===== src/rtl/mem_arb2.sv =====
// mem_arb2: two-requester arbiter/sequencer for a single-port register memory.
// One transaction at a time: IDLE -> ISSUE -> (WAIT for reads) -> ACK -> IDLE.
// Tie-break is round-robin on the last served requester; defining
// MEM_ARB_FIXED_PRIO_EN makes requester 0 win every tie instead.
module mem_arb2 #(
   parameter int AW = 2,
   parameter int DW = 8
) (
   input  logic          clk,
   input  logic          rst_n,
   input  logic          req0,
   input  logic          we0,
   input  logic [AW-1:0] addr0,
   input  logic [DW-1:0] wdata0,
   input  logic          req1,
   input  logic          we1,
   input  logic [AW-1:0] addr1,
   input  logic [DW-1:0] wdata1,
   output logic          ack0,
   output logic [DW-1:0] rdata0,
   output logic          ack1,
   output logic [DW-1:0] rdata1,
   output logic          gnt0,
   output logic          gnt1,
   output logic          busy,
   output logic          mem_we,
   output logic [AW-1:0] mem_addr,
   output logic [DW-1:0] mem_wdata,
   input  logic [DW-1:0] mem_rdata
);

   typedef enum logic [1:0] {
      IDLE  = 2'd0,
      ISSUE = 2'd1,
      WAIT  = 2'd2,
      ACK   = 2'd3
   } state_t;

   state_t        state;
   state_t        state_next;
   logic          win;        // requester owning the current transaction
   logic          win_next;   // arbitration result, only meaningful in IDLE
   logic          last;       // requester served by the most recent completed transaction
   logic          take;       // a request is present while idle
   logic          cmd_we;
   logic [AW-1:0] cmd_addr;
   logic [DW-1:0] cmd_wdata;

   // Arbitration and next-state decode.
   always_comb begin
      take       = req0 | req1;
      win_next   = win;
      state_next = state;
      if (req0 && req1) begin
`ifdef MEM_ARB_FIXED_PRIO_EN
         win_next = 1'b0;
`else
         win_next = ~last;
`endif
      end else if (req0) begin
         win_next = 1'b0;
      end else if (req1) begin
         win_next = 1'b1;
      end
      case (state)
         IDLE:    if (take) state_next = ISSUE;
         ISSUE:   state_next = cmd_we ? ACK : WAIT;
         WAIT:    state_next = ACK;
         ACK:     state_next = IDLE;
         default: state_next = IDLE;
      endcase
   end

   // State register; reset drops any in-flight transaction.
   always_ff @(posedge clk or negedge rst_n) begin
      if (!rst_n) state <= IDLE;
      else        state <= state_next;
   end

   // Command capture: requester inputs are sampled only when leaving IDLE,
   // and the captured address/data double as the held memory port values.
   always_ff @(posedge clk or negedge rst_n) begin
      if (!rst_n) begin
         win       <= 1'b0;
         cmd_we    <= 1'b0;
         cmd_addr  <= '0;
         cmd_wdata <= '0;
      end else if (state == IDLE && take) begin
         win       <= win_next;
         cmd_we    <= win_next ? we1 : we0;
         cmd_addr  <= win_next ? addr1 : addr0;
         cmd_wdata <= win_next ? wdata1 : wdata0;
      end
   end

   // Round-robin pointer follows the requester just acknowledged.
   always_ff @(posedge clk or negedge rst_n) begin
      if (!rst_n)            last <= 1'b1;
      else if (state == ACK) last <= win;
   end

   // Read data capture at the end of WAIT; each requester keeps its last read.
   always_ff @(posedge clk or negedge rst_n) begin
      if (!rst_n) begin
         rdata0 <= '0;
         rdata1 <= '0;
      end else if (state == WAIT) begin
         if (win) rdata1 <= mem_rdata;
         else     rdata0 <= mem_rdata;
      end
   end

   assign busy      = (state != IDLE);
   assign gnt0      = busy && !win;
   assign gnt1      = busy && win;
   assign ack0      = (state == ACK) && !win;
   assign ack1      = (state == ACK) && win;
   assign mem_we    = (state == ISSUE) && cmd_we;
   assign mem_addr  = cmd_addr;
   assign mem_wdata = cmd_wdata;

endmodule

===== config.mk =====
export PLATFORM = sky130hd
export DESIGN_NAME = mem_arb2
export DESIGN_NICKNAME = d
export VERILOG_FILES = /design/src/rtl/mem_arb2.sv
export SDC_FILE = /design/constraint.sdc
export NUM_CORES = 1
export LEC_CHECK = 0
export ABC_AREA = 1
export CAP_MARGIN = 10
export CORE_UTILIZATION = 42
export CTS_CLUSTER_DIAMETER = 30
export DETAILED_ROUTE_END_ITERATION = 7
export PLACE_DENSITY = 0.82
export SETUP_SLACK_MARGIN = 0.15
export SYNTH_ARGS = -nofsm -noshare
export SYNTH_HDL_FRONTEND = slang
export SYNTH_SLANG_ARGS = --single-unit

===== constraint.sdc =====
create_clock -name clk -period 1.4 [get_ports clk]
set_input_delay 0.28 -clock clk [delete_from_list [all_inputs] [get_ports clk]]
set_output_delay 0.28 -clock clk [all_outputs]
set_load 0.05 [all_outputs]

### Word level (Yosys, flattened, before mapping)

Cells that the tools add are included.

| storage, ports and cells | value |
|---|---|
| flip-flop bits (word level) | 31 |
| output and inout bits | 32 |
| word-level logic and storage cells | 36 |

| cells by class | value |
|---|---|
| equal/unequal tests | 4 |
| muxes and demuxes | 9 |
| bitwise logic cells | 3 |
| reductions and logical operators | 12 |

Operators with widths:

| kind | number |
|---|---|
| two-way mux 8 bit | 1 |
| case mux 2 bit (4 select lines) | 1 |
| logical AND 1 bit | 7 |
| two-way mux 1 bit | 5 |
| equality test 2 bit, second input constant | 2 |
| two-way mux 2 bit | 2 |
| AND reduction 2 bit | 2 |
| equality test 2 x 1 -> 1 bit, second input constant | 1 |
| logical NOT 2 bit | 1 |
| != test 2 bit, second input constant | 1 |
| NOT 1 bit | 2 |
| nonzero test 2 bit | 1 |
| logical NOT 1 bit | 1 |
| OR 1 bit | 1 |

### Depth between registers and ports, before layout

| logic depth | value |
|---|---|
| depth after elaboration | 4 |
| gate-level depth with buffers | 8 |
| gate-level depth less buffers | 7 |

### Worst setup path before layout

OpenSTA, ideal clock, no wires.

| path | value |
|---|---|
| path type | flip-flop to output port |
| start point | register state[0] |
| end point | output port gnt1 |
| arrival time | 1.356 ns |
| data required time | 1.120 ns |
| slack | -0.236 ns |
| cell stages (with the launch flop) | 4 |
| path through | dfrtp_1 inv_1 ha_1 nor2_1 |

| between the ends | value |
|---|---|
| longest elaborated chain between the ends | 2 |

RTL lines:

| item | RTL line | text |
|---|---|---|
| from (decl) | 39 | `state_t state;` |
| from (signal assigned) | 77 | `else state <= state_next;` |
| nonzero test 2 bit | 113 | `assign busy = (state != IDLE);` |
| logical AND 1 bit | 115 | `assign gnt1 = busy && win;` |
| to (decl) | 24 | `output logic gnt1,` |

No other way between the ends.

### Final worst setup path

| path | value |
|---|---|
| start point | register state[0] |
| end point | register cmd_we |

| between the ends | value |
|---|---|
| longest elaborated chain between the ends | 2 |

RTL lines:

| item | RTL line | text |
|---|---|---|
| logical NOT 2 bit | 88 | `end else if (state == IDLE && take) begin` |
| logical AND 1 bit | 88 |  |
| to (signal assigned) | 90 | `cmd_we <= win_next ? we1 : we0;` |
| to (decl) | 45 | `logic cmd_we;` |

No other way between the ends.
A chain may end at the register's enable or synchronous reset.

==> impl_metrics.ini <==
[timing]
final.setup.tns_ps = -2940
max_slew_margin_pct = 80.9
finalHoldViolCount = 0
fmax_mhz = 627
slew_viol_final = 0
hold_ws_ps = 335
min_period_ps = 1600
rsz0062_at_grt = yes
fin_ws_ps = -196
tightest_slew_ps = 283
setup_viol = 19
finalCritPeriodShare_pct = 114
finalClockSkew_ps = 10.8

[place]
dpl-instance-area_mm2 = 0.00265
port_buffers = 65
globalplace.congestion = 0.816
hpwl_um = 3290
placed_cells = 307

[clock_network]
clk_latency_ps = 290
cts_root_buf = clkbuf_8
cts_made_buffers = 5
cts_tree = done
clk_pin_slew_worst_paths_ps = 80
htreeDepth = 2
cts.sinks = 31
cts_buffer_depth = 2
cts_hold_buf = 0

[floorplan]
core_area_mm2 = 0.00344
die_area_mm2 = 0.00393
fp.dieH_um = 62.7
initial_utilization_pct = 45.0
fp-row-count = 21
io_pins = 66
fp.dieW_um = 62.7

[yosys]
synth_seq_cells = 31
synth_cell_types = 14
mappedNetlistArea_mm2 = 0.00155
ys_seq_area_share_pct = 50.2
netlist_instances = 193
synth_fa_ha_area_share_pct = 3.23
synth_top_flop_cell = dfrtp_1
synth_top_area_share_pct = 48.5
synthTopCellsByArea = dfrtp_1 (49%), nand2_1 (11%), nand3_1 (11%)
synth_top_family_by_area = simple AND/OR/NAND/NOR gates
yosysWarnings = 0
async_flop_share_pct = 100
synth_fp_nets = 231
synthXorXnorAreaFrac_pct = 0
synth_mux_area_share_pct = 0
synth_edf_count = 0
synth.avg_cell_area_um2 = 8.02
yosys.area.top_type = dfrtp_1
yosys.area_share.simple_pct = 24.3
synth-compound-area-share_pct = 7.84

[finish]
final_common_cell = nand2_1
layout-drive-gt1-share_pct = 33.7
fin_nets = 316
fillCellCount = 165
syn2layout_area_growth_pct = 94.1
antennaDiodeCount = 0
fin_area_mm2 = 0.00300
final_cell_mix = nand2_1 (44), buf_12 (35), inv_1 (33), clkdlybuf4s50_1 (33), dfrtp_1 (28)
fin_util_pct = 87.3
finalNonFillerCells = 325

[worst_hold_path]
hold_path_class = input port to async pin

[pwr]
vdd_drop_max_mv = 2.41
pwr_density_cell_mw_per_mm2 = 2880
leakage_nw = 1.50

[global_routing]
grt_usage_pct = 26.6
grt_pass1_wl_um = 7900
grt_max_degree = 17
grt-ovfl-total = 0
grt_pass1_vias = 1624
grt_antenna_before_repair = 0

[routing]
viasPerCell = 5.13
ant_nets = 0
vias = 1667
firstDrtPassIters = 4
drc_errors = 0
drt-initial-drc-count = 140
wl_per_cell_um = 17.0
drt-total-wl_um = 5520

[job]
cap_violations = 0

[run_status]
violations = setup timing
outcome = complete, but fails checks

[worst_setup_path]
cp.required_ps = 1630
cp_data_arrival_time_ps = 1830
cp-start-kind = register
end_kind = register
worstPathMaxFanout = 5
critPathKind = register to register
## worst max-delay path, stage by stage (launching register included)
cell and delay [ps]:
dfrtp_2 460, inv_2 100, ha_4 200, inv_4 60
buf_12 120, a21oi_4 140, buf_6 160, buf_8 140
nand3_2 70, nand2_1 80
## power by group
part / switching, mW / internal [mW]
clock: 0.368 / 0.576
sequential: 0.544 / 1.37
combinational: 3.07 / 2.74
total: 3.98 / 4.68
## path summary, 6_finish.rpt
| kind | from | to | slack [ps] | cells after the start |
|---|---|---|---|---|
| worst max-delay path | state[0]$_DFFE_PN0P_ | cmd_we$_DFFE_PN0P_ | -200 | 9 |
| worst min-delay path | rst_n | mem_wdata[6]$_DFFE_PN0P_ | 330 | 2 |
| worst max register to register | state[0]$_DFFE_PN0P_ | cmd_we$_DFFE_PN0P_ | -200 | 9 |
| worst min register to register | last$_DFFE_PN1N_ | last$_DFFE_PN1N_ | 500 | 2 |
| max in group asynchronous | rst_n | last$_DFFE_PN1N_ | 820 | 2 |
| min in group clk | last$_DFFE_PN1N_ | last$_DFFE_PN1N_ | 500 | 2 |
## registers in the layout, summed over array words and instances, names as in the netlist
signal	count
win	1
rdata1	8
cmd_we	1
mem_wdata	8
mem_addr	2
last	1
rdata0	8
state	2
## synth_stat cells (2+ instances only)
cell type,count
ha_1,4
nand2_1,47
buf_4,2
nand3_1,35
inv_2,3
buf_6,4
nor2_1,3
buf_2,2
nand2_2,2
inv_1,38
o21ai_0,21
dfrtp_1,30
## final cells by class
type                       instances  area, µm²  area share (%)
multi-input combinational        113        671            22.3
timing repair inverter             1       7.51           0.250
clock buffer                       6       82.6            2.75
clock inverter                     2       35.0            1.17
tap                               46       57.6            1.92
sequential                        31        779            25.9
inverter                          41        159            5.29
timing repair buffer              85       1210            40.4
## what timing repair did
action,4_1_cts,5_1_grt
buffers inserted,5,2
hold endpoints to repair,0,0
setup endpoints to repair,17,35
gates cloned,1,2
gates resized for setup,21,21
pin swaps,16,12
## through the flow
| step | setup slack, ps | power [mW] |
|---|---|---|
| after floorplan | 71.3 | 4.34 |
| after global placement | -79.9 | 6.84 |
| after detailed placement | -114 | 6.98 |
| after CTS | -131 | 8.23 |
| after global routing | -227 | 9.00 |
| final | -196 | 8.66 |
## per-layer routing
metal  wire length [µm]  global-route usage [%]
met1               2050                    29.4
met2               2900                    47.6
met3                393                    7.12
met4                180                    11.3
met5                  0                       0
## cell families (layout without fill, tap and decap cells)
logic type	count (synthesis)	after routing
fa+ha+maj	4	4
simple gates	87	87
flops	31	31
compound gates	22	22
buf+inv	49	135
(Power assumes the default switching activity.)
==> RTL edit, RTL diff (same flow settings) <==
`AW`: 2 -> 1.
--- a/src/rtl/mem_arb2.sv
+++ b/src/rtl/mem_arb2.sv
@@ -3,7 +3,7 @@
 // Tie-break is round-robin on the last served requester; defining
 // MEM_ARB_FIXED_PRIO_EN makes requester 0 win every tie instead.
 module mem_arb2 #(
-   parameter int AW = 2,
+   parameter int AW = 1,
    parameter int DW = 8
 ) (
    input  logic          clk,
Ports: changed (resized addr0, addr1 and mem_addr); port bits go from 66 to 63. No check against the original RTL was run, so the function may have changed too.
==> RTL edit against the unedited design <==
The flow still finishes with violations (setup timing). Non-clock buffer count is 6 lower. Worst setup slack worse by 0.025 ns. Sequential power is 4% lower. Routed wire length is 12% lower. Area after synthesis is 4.9% lower. Largest power group unchanged. Total power is 8.4% lower. Sequential share of layout area is 0.83 points higher. Sequential cell count is 1 lower. Design area is 6.2% lower. Global-route usage is 0.41 points higher. Largest cell class unchanged.
==> RTL edit: results (changes against the unedited design) <==
outcome:
  run_status: "finished, violations left"
  violations_in_the_final_reports: "setup timing"
place:
  post-dp-hpwl_mm: 3.012  # -8.5%
  place_area_um2: 2545  # -3.8%
  preCtsSetupSlack_ns: -0.1051  # +0.008559 ns
  routabilityCongestion: 0.8820  # +8.1%
  buffer_ports.inserted: 62  # -4.6%
logic_synthesis:
  share_of_the_yosys_chip_area_belonging_to_registers_pct: 51.06  # +0.86 points
  main_area_contributors_after_synthesis: "sky130_fd_sc_hd__dfrtp_1 49%, sky130_fd_sc_hd__nand2_1 12%, sky130_fd_sc_hd__nand3_1 11%, sky130_fd_sc_hd__inv_1 9.2%, sky130_fd_sc_hd__o21ai_0 6.8%"
  syn-mean-instance-area_um2: 8.004  # -0.20%
  synth_commonest_cells: "46 x sky130_fd_sc_hd__nand2_1, 36 x sky130_fd_sc_hd__inv_1, 32 x sky130_fd_sc_hd__nand3_1"
  synth.net_count: 220  # -4.8%
timing:
  max_slew_margin_vs_limit_pct: 83.17  # +2.3 points
  final-setup-viol-count: 26  # +7
  setup_slack_ns: -0.2201  # -0.02453 ns
finish:
  share_of_cells_above_drive_strength_1_pct: 35.47  # +1.8 points
  final_nets: 300  # -5.1%
critical_path:
  critical_path.reg2reg.endpoint: "mem_wdata[1]"
  cell_count_of_the_worst_reg_to_reg_path: 8  # -1
  signal_arrival_time_at_the_worst_endpoint_ns: 1.34  # -0.49 ns
power:
  irDropWorstVdd_v: 0.001870  # -23%
  power.leakage_nw: 1.387  # -7.5%
global_route:
  grt_first_pass_wirelength_mm: 7.072  # -10%
  first_global_vias: 1530  # -5.8%
  grt.total_usage_pct: 27.00  # +0.41 points
detailed_routing:
  avgRoutedWirePerCell_um: 15.58  # -8.4%
[RTL edit: cell count changes in the layout (fill, tap and decap cells not counted), moves of 3 or more]
cell	before	now
sky130_fd_sc_hd__clkbuf_4	0	5
sky130_fd_sc_hd__o21ai_1	10	3
sky130_fd_sc_hd__o21ai_0	10	15
sky130_fd_sc_hd__nand3_1	26	20
sky130_fd_sc_hd__nand3_2	8	11
sky130_fd_sc_hd__clkbuf_8	6	3
sky130_fd_sc_hd__inv_2	6	3
sky130_fd_sc_hd__buf_12	35	32
[RTL edit: how the worst max path moves through the flow]
stage               slack (ns)      from            to  depth (start not counted)
detailed placement       -0.11      req1  mem_wdata[7]                          7
global route             -0.27  state[0]          ack1                          4
global placement         -0.06      req1  mem_wdata[7]                          7
floorplan                 0.15  state[1]      mem_addr                          7
finish                   -0.22  state[0]          busy                          4
CTS                      -0.19  state[0]          ack0                          4
[RTL edit: logic make-up after synthesis]
| family | Yosys count | synth area share, % |
|---|---|---|
| simple gates | 84 | 24.64 |
| flops | 30 | 51.06 |
| compound gates | 21 | 7.902 |
| fa+ha+maj | 4 | 3.399 |
| buf+inv | 45 | 13.00 |
[RTL edit: area by class of cell]
cell class	instances	area [um2]
timing repair buffer	79	1086
sequential	30	754.5
multi-input combinational	109	685.7
fill	172	519.2
inverter	39	155.1
clock buffer	8	78.83
tap	46	57.56
[RTL edit: through the flow]
stage / setup TNS, ns / hold WS, ns
2_1_floorplan: 0 / -0.01559
3_3_place_gp: -0.4659 / 0.4795
3_5_place_dp: -0.8724 / 0.4777
4_1_cts: -1.910 / 0.2724
5_1_grt: -6.217 / 0.2977
6_report: -4.243 / 0.2787
[RTL edit: power by group]
part           switching (W)  internal, W
Clock               0.000307     0.000343
Combinational        0.00294      0.00251
Sequential          0.000513      0.00132
[RTL edit: critical path, cell delays in order, from the launching register on]
cell and delay (ns):
sky130_fd_sc_hd__dfrtp_2 0.47, sky130_fd_sc_hd__inv_2 0.11, sky130_fd_sc_hd__ha_4 0.22, sky130_fd_sc_hd__inv_4 0.06, sky130_fd_sc_hd__buf_12 0.14
[RTL edit: what timing repair did]
item,in CTS,in global routing
gates resized for setup,24,14
pin swaps,22,10
buffers inserted,4,3
endpoints found under the setup margin,26,35
cloned,0,0
[RTL edit: per-layer routing]
layer	wire length, um	global-route usage (%)	share of wire, %
met5	0	0	0
met4	219	14.29	4.5
met3	433	7.563	8.9
met2	2374	45.81	49
met1	1817	30.99	38
